### src/rtl/nibble_serial_adder_pkg.sv
// Shared types and constants for the nibble-serial adder.
package adder_pkg;

  typedef enum logic [1:0] {
    IDLE = 2'd0,
    RUN  = 2'd1,
    DONE = 2'd2
  } state_t;

  localparam int DEFAULT_WIDTH = 64;
  localparam int DEFAULT_SLICE = 4;

  // Counter width able to index n slice cycles; never narrower than one bit.
  function automatic int count_width(input int n);
    return (n > 1) ? $clog2(n) : 1;
  endfunction

endpackage

### src/rtl/nibble_serial_adder_slice.sv
// Combinational SLICE-bit ripple adder built from per-bit full adders.
module adder_slice
  import adder_pkg::*;
#(
  parameter int SLICE = DEFAULT_SLICE
) (
  input  logic [SLICE-1:0] a,
  input  logic [SLICE-1:0] b,
  input  logic             cin,
  output logic [SLICE-1:0] sum,
  output logic             cout
);

  logic carry_chain;

  // Ripple the carry bit by bit, LSB first, through one full adder per bit.
  always_comb begin
    carry_chain = cin;
    sum         = '0;
    for (int i = 0; i < SLICE; i++) begin
      sum[i]      = a[i] ^ b[i] ^ carry_chain;
      carry_chain = (a[i] & b[i]) | (carry_chain & (a[i] ^ b[i]));
    end
    cout = carry_chain;
  end

endmodule

### src/rtl/nibble_serial_adder.sv
// Multi-cycle WIDTH-bit adder that pushes one SLICE-bit chunk per cycle
// through a single ripple slice, chaining the carry between cycles.
module nibble_serial_adder
  import adder_pkg::*;
#(
  parameter int WIDTH = DEFAULT_WIDTH,
  parameter int SLICE = DEFAULT_SLICE
) (
  input  logic             clk,
  input  logic             rst_n,
  input  logic             in_valid,
  output logic             in_ready,
  input  logic [WIDTH-1:0] in_a,
  input  logic [WIDTH-1:0] in_b,
  input  logic             in_cin,
  output logic             out_valid,
  input  logic             out_ready,
  output logic [WIDTH-1:0] out_sum,
  output logic             out_cout,
  output logic             out_ovf
);

  localparam int N     = WIDTH / SLICE;
  localparam int IDX_W = count_width(N);
  localparam logic [IDX_W-1:0] LAST_IDX = IDX_W'(N - 1);

  // A partial final slice would silently drop operand bits, so refuse to build.
  if (WIDTH % SLICE != 0) begin : g_width_check
    $error("nibble_serial_adder: WIDTH must be a multiple of SLICE");
  end

  state_t           state_q, state_d;
  logic [WIDTH-1:0] a_sh_q, a_sh_d;
  logic [WIDTH-1:0] b_sh_q, b_sh_d;
  logic [WIDTH-1:0] sum_sh_q, sum_sh_d;
  logic             carry_q, carry_d;
  logic [IDX_W-1:0] idx_q, idx_d;
  logic             sa_q, sa_d;
  logic             sb_q, sb_d;
  logic [WIDTH-1:0] out_sum_q, out_sum_d;
  logic             out_cout_q, out_cout_d;
  logic             out_ovf_q, out_ovf_d;

  logic [SLICE-1:0]       slice_sum;
  logic                   slice_cout;
  logic [WIDTH+SLICE-1:0] sum_cat;
  logic [WIDTH-1:0]       sum_next;

  adder_slice #(
    .SLICE(SLICE)
  ) u_slice (
    .a    (a_sh_q[SLICE-1:0]),
    .b    (b_sh_q[SLICE-1:0]),
    .cin  (carry_q),
    .sum  (slice_sum),
    .cout (slice_cout)
  );

  // New slice result enters at the top while older chunks move toward the LSB.
  always_comb begin
    sum_cat  = {slice_sum, sum_sh_q};
    sum_next = sum_cat[WIDTH+SLICE-1:SLICE];
  end

  // Next-state logic: load operands in IDLE, step one slice per RUN cycle,
  // capture the result on the last slice and hold it until it is taken.
  always_comb begin
    state_d    = state_q;
    a_sh_d     = a_sh_q;
    b_sh_d     = b_sh_q;
    sum_sh_d   = sum_sh_q;
    carry_d    = carry_q;
    idx_d      = idx_q;
    sa_d       = sa_q;
    sb_d       = sb_q;
    out_sum_d  = out_sum_q;
    out_cout_d = out_cout_q;
    out_ovf_d  = out_ovf_q;
    case (state_q)
      IDLE: begin
        if (in_valid) begin
          a_sh_d  = in_a;
          b_sh_d  = in_b;
          carry_d = in_cin;
          idx_d   = '0;
          sa_d    = in_a[WIDTH-1];
          sb_d    = in_b[WIDTH-1];
          state_d = RUN;
        end
      end
      RUN: begin
        a_sh_d   = a_sh_q >> SLICE;
        b_sh_d   = b_sh_q >> SLICE;
        sum_sh_d = sum_next;
        carry_d  = slice_cout;
        idx_d    = idx_q + 1'b1;
        if (idx_q == LAST_IDX) begin
          idx_d      = '0;
          out_sum_d  = sum_next;
          out_cout_d = slice_cout;
          out_ovf_d  = (sa_q == sb_q) && (sum_next[WIDTH-1] != sa_q);
          state_d    = DONE;
        end
      end
      DONE: begin
        if (out_ready) begin
          state_d = IDLE;
        end
      end
      default: begin
        state_d = IDLE;
      end
    endcase
  end

  // State register with synchronous active-low reset that abandons any operation.
  always_ff @(posedge clk) begin
    if (!rst_n) begin
      state_q    <= IDLE;
      a_sh_q     <= '0;
      b_sh_q     <= '0;
      sum_sh_q   <= '0;
      carry_q    <= 1'b0;
      idx_q      <= '0;
      sa_q       <= 1'b0;
      sb_q       <= 1'b0;
      out_sum_q  <= '0;
      out_cout_q <= 1'b0;
      out_ovf_q  <= 1'b0;
    end else begin
      state_q    <= state_d;
      a_sh_q     <= a_sh_d;
      b_sh_q     <= b_sh_d;
      sum_sh_q   <= sum_sh_d;
      carry_q    <= carry_d;
      idx_q      <= idx_d;
      sa_q       <= sa_d;
      sb_q       <= sb_d;
      out_sum_q  <= out_sum_d;
      out_cout_q <= out_cout_d;
      out_ovf_q  <= out_ovf_d;
    end
  end

  // Handshake flags decode directly from the registered state.
  always_comb begin
    in_ready  = (state_q == IDLE);
    out_valid = (state_q == DONE);
    out_sum   = out_sum_q;
    out_cout  = out_cout_q;
    out_ovf   = out_ovf_q;
  end

endmodule
### config.mk
export PLATFORM = sky130hd
export DESIGN_NAME = nibble_serial_adder
export DESIGN_NICKNAME = d
export VERILOG_FILES = /design/src/rtl/nibble_serial_adder_pkg.sv /design/src/rtl/nibble_serial_adder_slice.sv /design/src/rtl/nibble_serial_adder.sv
export SDC_FILE = /design/constraint.sdc
export NUM_CORES = 1
export LEC_CHECK = 0
export CAP_MARGIN = 0
export CORE_MARGIN = 4
export CORE_UTILIZATION = 30
export CTS_CLUSTER_SIZE = 20
export DETAILED_ROUTE_END_ITERATION = 10
export GPL_ROUTABILITY_DRIVEN = 0
export HOLD_SLACK_MARGIN = 0.06
export PLACE_DENSITY = 0.59
export SKIP_LAST_GASP = 1
export SLEW_MARGIN = 15
export SYNTH_ARGS = -nofsm -noshare
export SYNTH_HDL_FRONTEND = slang
export SYNTH_SLANG_ARGS = --single-unit
### constraint.sdc
create_clock -name clk -period 4.1 [get_ports clk]
set_clock_uncertainty 0.05 [all_clocks]
set_input_delay 0.82 -clock clk [delete_from_list [all_inputs] [get_ports clk]]
set_output_delay 0.82 -clock clk [all_outputs]
set_load 0.01 [all_outputs]
==> results of run 1 <==
[how the worst max path moves through the flow]
stage	from	to	depth (start not counted)
6_report	state_q[1]$_SDFFE_PN0P_	out_valid	2
5_1_grt	state_q[1]$_SDFFE_PN0P_	out_valid	2
4_1_cts	state_q[1]$_SDFFE_PN0P_	out_valid	2
3_5_place_dp	in_valid	b_sh_q[16]$_SDFFE_PN0P_	5
3_3_place_gp	in_valid	b_sh_q[25]$_SDFFE_PN0P_	5
2_1_floorplan	a_sh_q[0]$_SDFFE_PN0P_	out_ovf$_SDFFE_PN0P_	10
[per-stage QoR]
stage / worst slack [ns] / hold WS (ns) / instance area, um2
after floorplan: 1.76 / 0.387 / 10400
after global placement: 1.33 / 0.395 / 12500
after detailed placement: 1.28 / 0.403 / 12500
after CTS: 1.24 / 0.412 / 13400
after global routing: 1.16 / 0.427 / 13400
final: 1.30 / 0.407 / 13400
[layout make-up]
cell class	instances	area share [%]
inverters	8	0.243
clock buffers	44	6.44
diodes	1	0.0187
repair buffers	214	16.4
multi-input cells	909	33.1
well taps	448	4.19
flip-flops and latches	263	39.3
clock inverters	7	0.308
[flip-flops by register name (all words and copies together), names as in the netlist]
signal	count
a_sh_q	64
b_sh_q	64
carry_q	1
idx_q	4
out_cout	1
out_ovf	1
out_sum	64
sa_q	1
sb_q	1
state_q	2
sum_sh_q	60
[report_power, final]
part / total (W) / leakage, nW / switching, W / internal [W]
registers: 0.00275 / 2.15 / 0.0000680 / 0.00268
logic: 0.000648 / 2.13 / 0.000382 / 0.000266
clock network: 0.00246 / 0.447 / 0.00102 / 0.00144
total: 0.00586 / 4.72 / 0.00147 / 0.00439
[metal layers]
layer	up-vias	track usage, %
met5	-	0
met3	37	2.38
met1	4420	20.7
li1	4752	-
met2	229	22.8
met4	0	3.26
[critical path: cells and delay by family, from the launching register on]
| family | cells | cell delay (ns) |
|---|---|---|
| buf+inv | 1 | 0.62 |
| flops | 1 | 0.57 |
| simple gates | 1 | 0.21 |
[cell usage after synthesis, types with 2 or more instances]
| library cell | instances |
|---|---|
| a221oi_1 | 4 |
| dfxtp_1 | 263 |
| clkbuf_1 | 57 |
| a31oi_1 | 2 |
| inv_1 | 7 |
| fa_1 | 4 |
| nand3_1 | 66 |
| buf_6 | 6 |
| o21ai_0 | 178 |
| a21oi_1 | 366 |
| nand2_1 | 245 |
| nor2b_1 | 3 |
| nor2_1 | 12 |
| a211oi_1 | 6 |
| buf_4 | 20 |
| a22oi_1 | 6 |
| and3_1 | 2 |
| buf_2 | 44 |
| nor3_1 | 2 |
[kinds of logic after synthesis]
logic type,count (synthesis)
flops,263
compound gates,568
buf+inv,135
fa+ha+maj,5
simple gates,336
==> impl_metrics.json, run 1 <==
{
  "p_leak_nw": 4.72,
  "final_common_cell": "a21oi_1",
  "top_layer": "met4",
  "max_cap_viol_count": 0,
  "synth-simple-area-share_pct": 13.4,
  "power_density_nw_per_um2": 437,
  "r2r_cells": 10,
  "hold_path_startpoint": "sum_sh_q[5]$_SDFFE_PN0P_",
  "die_area_um2": 37600,
  "whs_endpoint": "sum_sh_q[5]$_SDFFE_PN0P_",
  "max_clock_freq_ghz": 0.357,
  "ios": 201,
  "crit_fanout": 9,
  "cts-resized-gates": 0,
  "synth_mux_area_share_pct": 0,
  "finalWirelength_um": 28900,
  "hold_viol": 0,
  "layout_min_cycle_time_ns": 2.80,
  "yosys.area.top_type": "dfxtp_1",
  "layoutNonFillerInstCount": 1894,
  "start_util_pct": 30.7,
  "synth_xor_area_share_pct": 0,
  "path_cells": "nor2b_1 > clkdlybuf4s50_1",
  "cts_buffers": 29,
  "vdd_ir_drop_max_mv": 0.393,
  "dr.pass1.iters": 5,
  "r2r_end": "out_ovf$_SDFFE_PN0P_",
  "final_nets": 1563,
  "synth_cell_types": 33,
  "final_antenna_net_count": 0,
  "synth.avg_cell_area_um2": 7.93,
  "num_vias": 9438,
  "ys_seq_area_share_pct": 50.8,
  "antenna_found_initial": 1,
  "cts_sinks": 263,
  "rsz0062_at_grt": "false",
  "syn-num-nets": 1445,
  "area_growth_pct": 29.2,
  "drc_errors": 0,
  "async_flop_share_pct": 0,
  "port-buffer-count": 200,
  "crit_path_end_kind": "output port",
  "slew_violations": 0,
  "drt-vias-per-instance": 4.98,
  "regArea_um2": 5270,
  "hold_depth": 2,
  "synth_edf_count": 0,
  "core_area_um2": 33800,
  "p_total_w": 0.00586,
  "outcome": "completed",
  "wl_per_cell_um": 15.3,
  "cts_tree": "done",
  "rows": 67,
  "gr-usage-all-layers_pct": 14.4,
  "root_buffer": "clkbuf_16",
  "hpwlAfterDp_um": 18100,
  "reg2reg_slack_ns": 1.56,
  "grt_remaining_overflow": 0,
  "clk_path_buf_depth": 3,
  "cts_setup_buffers": 0,
  "worstSetupPathType": "reg -> out",
  "synth_cells": 1307,
  "drt-initial-drc-count": 719,
  "wl_met3_um": 1430,
  "slew_headroom_pct": 25.9,
  "holdBufCountCts": 0,
  "met2WireLength_um": 13000,
  "critPathSlowestCell": "clkdlybuf4s50_1",
  "synth_top_area_share_pct": 50.8,
  "drive_gt1_share_pct": 4.78,
  "synth_top_family_by_area": "compound AO/OA/AOI/OAI gates",
  "utilization_pct": 39.6,
  "cp-start-kind": "flop",
  "finalSetupTns_ns": 0,
  "m1WireLength_um": 14000,
  "cts_max_level": 1,
  "clk_pin_slew_ns": 0.06,
  "synth_area_leaders": "dfxtp_1, a21oi_1, nand2_1",
  "die_w_um": 194,
  "period_share_pct": 68.4,
  "grt_max_degree": 142,
  "ys_warn_count": 0,
  "ys_seq_elements": 263,
  "multi_input_area_um2": 4430,
  "cp.required_ns": 3.23,
  "r2r-start": "b_sh_q[0]$_SDFFE_PN0P_",
  "final.fill_count": 3506,
  "dpl.cell_count": 1842,
  "grt_pass1_wl_um": 46700,
  "dieHeight_um": 194,
  "critPathArrivalTime_ns": 1.93,
  "setup_violations": 0,
  "mostFrequentLayoutCells": "a21oi_1, dfxtp_1, nand2_1, clkdlybuf4s50_1, o21ai_0",
  "worst_pin_slew_ns": 1.11,
  "synthesis.area_um2": 10400,
  "worstSkewPairLatency_ns": 0.53,
  "synth_fa_ha_area_share_pct": 0.893,
  "hold_path.class": "reg -> reg",
  "synth_ff_type": "dfxtp_1",
  "synth_compound_area_share_pct": 28.3,
  "max_stage_delay_ns": 0.62,
  "grt_pass1_vias": 8979
}
No activity file was read; power rests on OpenSTA's default activity.
==> inputs of run 2 (changes only) <==
==> constraint.sdc (replaced) <==
create_clock -name clk -period 2.6 [get_ports clk]
set_clock_uncertainty 0.05 [all_clocks]
set_input_delay 0.52 -clock clk [delete_from_list [all_inputs] [get_ports clk]]
set_output_delay 0.52 -clock clk [all_outputs]
set_load 0.01 [all_outputs]
==> impl_metrics.json, run 2 (synthesis results as in run 1) <==
{
  "drt-vias-per-instance": 4.96,
  "worstSetupPathType": "reg -> reg",
  "grt_pass1_wl_um": 47200,
  "root_buffer": "clkbuf_16",
  "antenna_found_initial": 3,
  "worst_pin_slew_ns": 0.659,
  "cts_max_level": 1,
  "final_nets": 1577,
  "slew_headroom_pct": 56.1,
  "design_area_um2": 13700,
  "die_area_um2": 37600,
  "slew_violations": 0,
  "outcome": "completed",
  "r2r_cells": 10,
  "final_common_cell": "a21oi_1",
  "drive_gt1_share_pct": 6.50,
  "grt_remaining_overflow": 0,
  "hold_path_startpoint": "b_sh_q[63]$_SDFFE_PN0P_",
  "layout_min_cycle_time_ns": 2.47,
  "max_cap_viol_count": 0,
  "hold_depth": 2,
  "whs_endpoint": "b_sh_q[63]$_SDFFE_PN0P_",
  "holdBufCountCts": 0,
  "utilization_pct": 40.5,
  "grt_pass1_vias": 9027,
  "dieHeight_um": 194,
  "core_area_um2": 33800,
  "grt_max_degree": 87,
  "rows": 67,
  "finalSetupTns_ns": 0,
  "cts_buffers": 29,
  "port-buffer-count": 200,
  "p_total_w": 0.00946,
  "cts_sinks": 263,
  "mostFrequentLayoutCells": "a21oi_1, dfxtp_1, nand2_1, clkdlybuf4s50_1, o21ai_0",
  "hpwlAfterDp_um": 18800,
  "hold_viol": 0,
  "drt-initial-drc-count": 576,
  "reg2reg_slack_ns": 0.13,
  "area_growth_pct": 31.9,
  "multi_input_area_um2": 4440,
  "cp-startpoint": "a_sh_q[0]$_SDFFE_PN0P_",
  "dr.pass1.iters": 5,
  "rsz0062_at_grt": "false",
  "dpl-instance-area_um2": 12700,
  "cp.required_ns": 2.95,
  "worstSkewPairLatency_ns": 0.54,
  "r2r-start": "a_sh_q[0]$_SDFFE_PN0P_",
  "finalWirelength_um": 29400,
  "start_util_pct": 30.7,
  "ios": 201,
  "p_leak_nw": 4.86,
  "vdd_ir_drop_max_mv": 0.461,
  "final.fill_count": 3454,
  "critPathArrivalTime_ns": 2.82,
  "place_ws_ns": 0.0961,
  "num_vias": 9478,
  "crit_fanout": 4,
  "die_w_um": 194,
  "cp-start-kind": "flop",
  "clk_path_buf_depth": 3,
  "wl_per_cell_um": 15.4,
  "hold_path.class": "reg -> reg",
  "cts_setup_buffers": 0,
  "worst_slack_ns": 0.129,
  "r2r_end": "out_ovf$_SDFFE_PN0P_",
  "setup_violations": 0,
  "crit_path_end_kind": "flop",
  "period_share_pct": 95.0,
  "cts_tree": "done",
  "num_antenna_cells": 0,
  "final_antenna_net_count": 0,
  "regArea_um2": 5270,
  "gr-usage-all-layers_pct": 14.6,
  "clk_pin_slew_ns": 0.06,
  "drc_errors": 0,
  "power_density_nw_per_um2": 692,
  "max_clock_freq_ghz": 0.405,
  "cts-resized-gates": 0
}
==> run 2: worst max-delay path: stages, from the launching register on <==
cell,delay [ns]
dfxtp_2,0.33
fa_1,0.42
inv_1,0.08
fa_1,0.16
inv_1,0.05
fa_2,0.34
inv_2,0.07
fa_2,0.47
and3_1,0.20
nor2_1,0.10
a211oi_1,0.07
==> run 2: final cells by class <==
| type | instances | area share (%) |
|---|---|---|
| clock buffers | 36 | 5.87 |
| clock inverters | 17 | 1.07 |
| inverters | 8 | 0.238 |
| multi-input cells | 909 | 32.5 |
| flip-flops and latches | 263 | 38.5 |
| well taps | 448 | 4.10 |
| repair buffers | 228 | 17.7 |
==> run 2: worst max-delay path by stage <==
| stage | endpoint | slack (ns) |
|---|---|---|
| floorplan | out_ovf$_SDFFE_PN0P_ | 0.26 |
| global placement | out_ovf$_SDFFE_PN0P_ | 0.14 |
| detailed placement | out_ovf$_SDFFE_PN0P_ | 0.1 |
| CTS | out_ovf$_SDFFE_PN0P_ | 0.08 |
| global route | out_ovf$_SDFFE_PN0P_ | 0.01 |
| finish | out_ovf$_SDFFE_PN0P_ | 0.13 |
==> run 2: power breakdown <==
group	internal (W)	total (W)	switching, W
Combinational	0.000463	0.00107	0.000607
Sequential	0.00423	0.00434	0.000107
Clock	0.00238	0.00406	0.00168
Total	0.00708	0.00946	0.00239
==> run 2: per-layer routing <==
layer	GRT usage, %	vias to the layer above	part of all wire (%)
li1	-	4778	-
met3	3.32	32	6.2
met1	20.2	4445	47
met2	23.5	217	45
met4	2.99	6	1.7
met5	0	-	0.14
==> run 2: stage by stage <==
step	hold WS, ns	cells
after floorplan	0.387	1307
after global placement	0.394	1856
after detailed placement	0.398	1856
after CTS	0.406	1909
after global routing	0.431	1909
final	0.405	1909
